## src/rtl/win_banner_ctrl.sv

```systemverilog
// Win banner controller: slides a banner down to TARGET_Y, blinks it, then holds until dismissed.
// Define WIN_BANNER_SCALE2_EN for a pixel-doubled 128x32 footprint (default 64x16).
module win_banner_ctrl #(
  parameter logic [10:0] X_POS        = 11'd288,
  parameter logic [10:0] TARGET_Y     = 11'd232,
  parameter logic [10:0] SLIDE_STEP   = 11'd4,
  parameter logic [7:0]  BLINK_PERIOD = 8'd15,
  parameter logic [3:0]  BLINK_COUNT  = 4'd6
) (
  input  logic        clk,
  input  logic        resetN,
  input  logic        startOfFrame,
  input  logic [10:0] pixelX,
  input  logic [10:0] pixelY,
  input  logic        winEvent,
  input  logic        clearBanner,
  output logic [10:0] offsetX,
  output logic [10:0] offsetY,
  output logic        InsideRectangle,
  output logic        bannerActive,
  output logic        bannerDone
);

`ifdef WIN_BANNER_SCALE2_EN
  localparam logic [11:0] W = 12'd128;
  localparam logic [11:0] H = 12'd32;
`else
  localparam logic [11:0] W = 12'd64;
  localparam logic [11:0] H = 12'd16;
`endif

  typedef enum logic [1:0] {IDLE, SLIDE, BLINK, HOLD} state_t;

  state_t      state_q;
  logic [10:0] topY_q;
  logic        visible_q;
  logic [7:0]  frame_q;
  logic [3:0]  toggle_q;
  logic        done_q;
  logic        inside_q;
  logic [10:0] offsetX_q;
  logic [10:0] offsetY_q;

  logic [11:0] slide_sum;
  logic [10:0] topY_d;
  logic [7:0]  frame_d;
  logic [3:0]  toggle_d;
  logic        in_x;
  logic        in_y;
  logic        inside_d;
  logic [10:0] dx;
  logic [10:0] dy;
  logic [10:0] offsetX_d;
  logic [10:0] offsetY_d;

  // 12-bit sums keep the slide clamp and the footprint bounds from wrapping.
  assign slide_sum = {1'b0, topY_q} + {1'b0, SLIDE_STEP};
  assign topY_d    = (slide_sum >= {1'b0, TARGET_Y}) ? TARGET_Y : slide_sum[10:0];
  assign frame_d   = frame_q + 8'd1;
  assign toggle_d  = toggle_q + 4'd1;

  assign in_x = ({1'b0, pixelX} >= {1'b0, X_POS}) && ({1'b0, pixelX} < ({1'b0, X_POS} + W));
  assign in_y = ({1'b0, pixelY} >= {1'b0, topY_q}) && ({1'b0, pixelY} < ({1'b0, topY_q} + H));
  assign inside_d = in_x && in_y && visible_q && (state_q != IDLE);

  assign dx = pixelX - X_POS;
  assign dy = pixelY - topY_q;

`ifdef WIN_BANNER_SCALE2_EN
  // Halving the offset replays each bitmap texel over a 2x2 pixel block.
  assign offsetX_d = inside_d ? {1'b0, dx[10:1]} : 11'd0;
  assign offsetY_d = inside_d ? {1'b0, dy[10:1]} : 11'd0;
`else
  assign offsetX_d = inside_d ? dx : 11'd0;
  assign offsetY_d = inside_d ? dy : 11'd0;
`endif

  // NOTE: sequential state uses non-blocking assignments so every register samples pre-edge values.
  always_ff @(posedge clk or negedge resetN) begin
    if (!resetN) begin
      state_q   <= IDLE;
      topY_q    <= 11'd0;
      visible_q <= 1'b0;
      frame_q   <= 8'd0;
      toggle_q  <= 4'd0;
      done_q    <= 1'b0;
      inside_q  <= 1'b0;
      offsetX_q <= 11'd0;
      offsetY_q <= 11'd0;
    end else begin
      done_q    <= 1'b0;
      inside_q  <= inside_d;
      offsetX_q <= offsetX_d;
      offsetY_q <= offsetY_d;
      if (state_q != IDLE && clearBanner) begin
        state_q   <= IDLE;
        visible_q <= 1'b0;
      end else begin
        case (state_q)
          IDLE: if (winEvent) begin
            state_q   <= SLIDE;
            topY_q    <= 11'd0;
            visible_q <= 1'b1;
          end
          SLIDE: if (startOfFrame) begin
            topY_q <= topY_d;
            if (topY_d == TARGET_Y) begin
              state_q  <= BLINK;
              frame_q  <= 8'd0;
              toggle_q <= 4'd0;
            end
          end
          BLINK: if (startOfFrame) begin
            if (frame_d == BLINK_PERIOD) begin
              frame_q   <= 8'd0;
              toggle_q  <= toggle_d;
              visible_q <= ~visible_q;
              if (toggle_d == BLINK_COUNT) begin
                state_q   <= HOLD;
                visible_q <= 1'b1;
                done_q    <= 1'b1;
              end
            end else begin
              frame_q <= frame_d;
            end
          end
          HOLD: ;
          default: state_q <= IDLE;
        endcase
      end
    end
  end

  assign offsetX         = offsetX_q;
  assign offsetY         = offsetY_q;
  assign InsideRectangle = inside_q;
  assign bannerActive    = (state_q != IDLE);
  assign bannerDone      = done_q;

endmodule

```

## config.mk

```make
export PLATFORM = sky130hd
export DESIGN_NAME = win_banner_ctrl
export DESIGN_NICKNAME = d
export VERILOG_FILES = /design/src/rtl/win_banner_ctrl.sv
export SDC_FILE = /design/constraint.sdc
export NUM_CORES = 1
export LEC_CHECK = 0
export BUFFER_PORTS_ARGS = -buffer_cell sky130_fd_sc_hd__buf_2
export CORE_MARGIN = 2
export CORE_UTILIZATION = 46
export DETAILED_ROUTE_END_ITERATION = 10
export HOLD_SLACK_MARGIN = 0.02
export MAX_ROUTING_LAYER = met4
export PLACE_DENSITY = 0.66
export SYNTH_ARGS = -nofsm -noshare
export SYNTH_HDL_FRONTEND = slang
export SYNTH_SLANG_ARGS = --single-unit
```

## constraint.sdc

```tcl
create_clock -name clk -period 2.5 [get_ports clk]
set_input_delay 0.25 -clock clk [delete_from_list [all_inputs] [get_ports clk]]
set_output_delay 0.25 -clock clk [all_outputs]
set_load 0.02 [all_outputs]
```

Yosys cells after proc, flatten, opt, wreduce, memory -nomap -nowiden
Index checks and enable logic that the tools add are counted.
{ "totals": {"ff_bits": 50, "input_bits": 27} }
{ "classes": {"n_addsub": 6, "magnitude_cmp": 5, "n_bitwise": 2, "eq_ne": 16, "reduce_logical": 17, "n_mux": 35} }
{ "op_table": {"columns": ["operator", "n"], "rows": [
  ["$mux W11", 5],
  ["$mux W8", 4],
  ["$pmux W11 S2", 1],
  ["$ne A3 B3 Y1 const B", 6],
  ["$mux W4", 4],
  ["$pmux W8 S2", 1],
  ["$mux W2", 7],
  ["$add A11 B3 Y12 const B", 1],
  ["$add A11 B5 Y12 const B", 1],
  ["$ge A12 B8 Y1 const B", 1],
  ["$lt A11 B12 Y1", 1],
  ["$eq A11 B8 Y1 const B", 1],
  ["$ge A11 B11 Y1", 1],
  ["$ge A11 B9 Y1 const B", 1],
  ["$lt A11 B9 Y1 const B", 1],
  ["$sub A11 B11 Y11", 1],
  ["$sub A11 B9 Y11 const B", 1],
  ["$mux W1", 10],
  ["$ne A2 B2 Y1 const B", 5],
  ["$add A8 B1 Y8 const B", 1],
  ["$eq A8 B4 Y1 const B", 1],
  ["$pmux W4 S2", 1],
  ["$reduce_and A4 Y1", 2],
  ["$reduce_and A7 Y1", 1],
  ["14 further kinds", 22]
]} }

Longest topological paths before layout
{ "logic_depth": {"word_depth": 8, "ltp_mapped": 11} }

Worst setup path before layout
OpenSTA, ideal clock, no wires.
{ "synth_path": {"kind": "register to register", "from": "register topY_q[4]", "to": "register offsetY_q[3] (netlist: offsetY[3])", "path_buffers": 2, "path_slack_ns": -0.050, "required_time_ns": 2.399, "setup_ns": 0.101, "stages_incl_launch_ff": 11, "arrival_time_ns": 2.449, "path_cell_list": "dfrtp_1 > ha_1 > buf_4 > nand2_1 > or3_1 > xnor2_1 > ha_1 > a2111oi_0 > a21oi_1 > clkbuf_1 > nor4_1"} }
{ "synth_between": {"elab_chain_len": 7} }
{ "synth_rtl": {"columns": ["item", "line", "source"], "rows": [
  ["start, declared", "35", "logic [10:0] topY_q;"],
  ["start signal, assigned", "106", "topY_q <= topY_d;"],
  ["$add A11 B5 Y12", "63", "assign in_y = ({1'b0, pixelY} >= {1'b0, topY_q}) && ({1'b0, pixelY} < ({1'b0, topY_q} + H));"],
  ["$lt A11 B12 Y1", "63", null],
  ["$logic_and A1 B1 Y1 (*)", "63", null],
  ["$logic_and A1 B1 Y1 (*) (3 in a row)", "64", "assign inside_d = in_x && in_y && visible_q && (state_q != IDLE);"],
  ["$mux W11 (*)", "75", "assign offsetY_d = inside_d ? dy : 11'd0;"],
  ["net offsetY_d[3]", "54", "logic [10:0] offsetY_d;"],
  ["end signal, assigned", "94", "offsetY_q <= offsetY_d;"],
  ["end, declared", "42", "logic [10:0] offsetY_q;"]
]} }
The timed path passes the listed nets; every way through them passes the cells marked *.
A chain may end at the register's enable or synchronous reset.

Worst setup path after layout
{ "layout_path": {"from": "register topY_q[4]", "to": "register offsetY_q[10] (netlist: offsetY[10])"} }
{ "layout_between": {"elab_chain_len": 7} }
{ "layout_rtl": {"columns": ["item", "line"], "rows": [
  ["$add A11 B5 Y12", "63"],
  ["$lt A11 B12 Y1", "63"],
  ["$logic_and A1 B1 Y1", "63"],
  ["$logic_and A1 B1 Y1 (3 in a row)", "64"],
  ["$mux W11 (*)", "75"],
  ["net offsetY_d[10]", "54"]
]} }
Marks and branches as above.

==> run_results.csv <==
group,metric,value,unit
status,status,"completed",
grt,grt_use_total,0.199,
synthesis,synth_ff_type,"dfrtp_1",
worst_setup_path,critPathMaxStageDelay,500,ps
floorplan,io_pins,52,
sta,finalMaxSlewViolations,0,
final_layout,fin_nets,492,
clock_network,cts_tree,"built",
synthesis,synth_most_common_cell,"dfrtp_1",
synthesis,yosysTopAreaCell,"dfrtp_1",
clock_network,cts_made_buffers,5,
floorplan,die_area,0.00812,mm2
sta,setup_slack,81.5,ps
worst_setup_path,critical_path_class,"flip-flop to flip-flop",
place,port_buffers,51,
synthesis,ys_top_cells_by_count,"dfrtp_1, ha_1, inv_1",
floorplan,die_x,90.1,um
synthesis,synth.distinct_cells,72,
sta,finalHoldViolCount,0,
flow_run,maxCapViolCount,0,
worst_hold_path,hold_class,"input pin to flip-flop",
final_layout,antenna_cells,0,
final_layout,area_delta_synth_final,21.9,%
sta,setup_viol,0,
sta,finalCriticalPeriod,2420,ps
grt,grt_max_degree,29,
power,p_leak,1.87,nW
drt,drc_errors,0,
clock_network,clkTransAtPathRegs,90,ps
place,dp_hpwl,5920,um
grt,grt_pass1_wl,13100,um
sta,slew_headroom,0.582,
power,ir_worst_vdd,0.511,mV
place,pre_cts_slack,-65.3,ps
worst_setup_path,cp_max_fo,6,
floorplan,rows,31,
sta,skew,5.29,ps
drt,vias_per_cell,5.53,
final_layout,layout-drive-gt1-share,0.279,
clock_network,clockBufferDepth,2,
drt,wl_per_cell,14.3,um
worst_setup_path,cp_cell_sequence,"ha_1, buf_4, nand3_1, xnor2_1, ha_1, a2111oi_4, a21oi_2, buf_4, a211oi_2",
worst_setup_path,crit_family,"compound AO/OA/AOI/OAI gates",
clock_network,worstSkewPairLatency,300,ps
synthesis,ys_ff_latch,50,
synthesis,synth_area_per_cell,9.43,um2
grt,antenna_found_initial,0,
worst_setup_path,cp.arrival,2640,ps
worst_setup_path,end_kind,"flip-flop",
drt,drt_iter0_drc,137,
drt,ant_nets,0,
clock_network,htreeDepth,2,
grt,grt_overflow_total,0,
drt,num_vias,2947,
sta,rsz0062_at_grt,"yes",
sta,tightestPinTransition,627,ps
synthesis,seq_area_frac_synth,0.367,
power,power,0.00275,W
drt,routed_wl,7640,um
synthesis,syn-instance-count,362,
grt,first_global_vias,2882,
synthesis,syn-cell-area,0.00341,mm2
synthesis,synth_top_area_frac,0.367,
place,routabilityCongestion,0.854,
worst_setup_path,cp_slowest_cell,"a2111oi_4",
worst_setup_path,cp.required,2720,ps
floorplan,coreArea,0.00721,mm2
worst_setup_path,crit_buf_inv,2,
worst_setup_path,worst_setup_path_start_kind,"flip-flop",
synthesis,ys_warn_count,0,
floorplan,die_h,90.1,um
synthesis,synth-async-reset-ratio,1.00,
power,powerDensity,661,mW/mm2
clock_network,cts_root_buf,"clkbuf_8",
synthesis,synth_area_leaders,"dfrtp_1, ha_1, nor3_1, inv_1, o21ai_0",
drt,drtPass1Iterations,5,
sta,fin_crit_sh,0.967,
synthesis,synthesis.nets,421,
sta,fmax,413,MHz
clock_network,clock_sinks,50,
floorplan,start_util,0.473,
synthesis,synth_edf_count,0,
through the flow:
stage / util / area, um2 / instances / hold WS, ps / setup TNS (ps)
after floorplan: - / 3410 / 362 / -45.6 / 0
after global placement: 0.540 / 3890 / 520 / 303 / 0
after detailed placement: 0.540 / 3890 / 520 / 308 / -270
after CTS: 0.557 / 4020 / 531 / 187 / 0
after global routing: 0.576 / 4160 / 533 / 185 / -512
final: 0.576 / 4160 / 533 / 193 / 0
path summary, 6_finish.rpt:
| check | startpoint | to | slack [ps] | cells past startpoint |
|---|---|---|---|---|
| max reg2reg | topY_q[4]$_DFFE_PN0P_ | offsetY[10]$_DFF_PN0_ | 80 | 9 |
| min in group asynchronous | resetN | topY_q[10]$_DFFE_PN0P_ | 490 | 2 |
| min | pixelX[5] | offsetX[5]$_DFF_PN0_ | 190 | 2 |
| min reg2reg | topY_q[8]$_DFFE_PN0P_ | topY_q[8]$_DFFE_PN0P_ | 520 | 1 |
| max | topY_q[4]$_DFFE_PN0P_ | offsetY[10]$_DFF_PN0_ | 80 | 9 |
| max in group asynchronous | resetN | topY_q[4]$_DFFE_PN0P_ | 1450 | 3 |
power breakdown:
| group | total [W] | internal [W] | switching, W |
|---|---|---|---|
| clock network | 0.000492 | 0.000223 | 0.000269 |
| registers | 0.000989 | 0.000893 | 0.0000965 |
| logic | 0.00127 | 0.000549 | 0.000721 |
| total | 0.00275 | 0.00166 | 0.00109 |
layer usage:
layer | vias up | wire length (um) | global-route usage
li1 | 1472 | - | -
met1 | 1420 | 3860 | 0.281
met2 | 53 | 3510 | 0.308
met3 | 2 | 244 | 0.0327
met4 | 0 | 21 | 0.0333
met5 | - | 0 | -
registers in the layout, summed over array words and instances, names as in the netlist:
name             cells
visible_q            1
state_q              2
topY_q              11
offsetY             11
InsideRectangle      1
frame_q              8
toggle_q             4
bannerDone           1
offsetX             11
cell families after synthesis:
logic type | count (synthesis) | synth area share
flops | 50 | 0.367
simple gates | 133 | 0.218
buf+inv | 41 | 0.0521
mux | 4 | 0.0125
fa+ha+maj | 32 | 0.120
xor+xnor | 12 | 0.0308
compound gates | 90 | 0.201
cell usage in the layout, fill, tap and decap left out, drive strengths merged, types with 7 or more instances in the layout:
master,instances
nor3,24
nor2,22
nand2,24
nor3b,7
nand3,11
xnor2,7
a21oi,13
inv,28
buf,75
o21ai,24
dfrtp,50
ha,31
layout make-up:
class                      instances  area [um2]
inverter                          28         105
timing repair buffer              76         465
tap                               99         124
multi-input combinational        272        2120
sequential                        50        1250
clock inverter                     2        12.5
clock buffer                       6        82.6
fill                             669        3060
timing repair:
item / CTS / global route
resized for setup: 1 / 24
setup endpoints to repair: 17 / 24
setup buffers: 2 / 1
hold buffers: 1 / 0
pin swaps: 1 / 4
gates cloned: 0 / 1
endpoints found under the hold margin: 27 / 0
No activity file was read; power rests on OpenSTA's default activity.
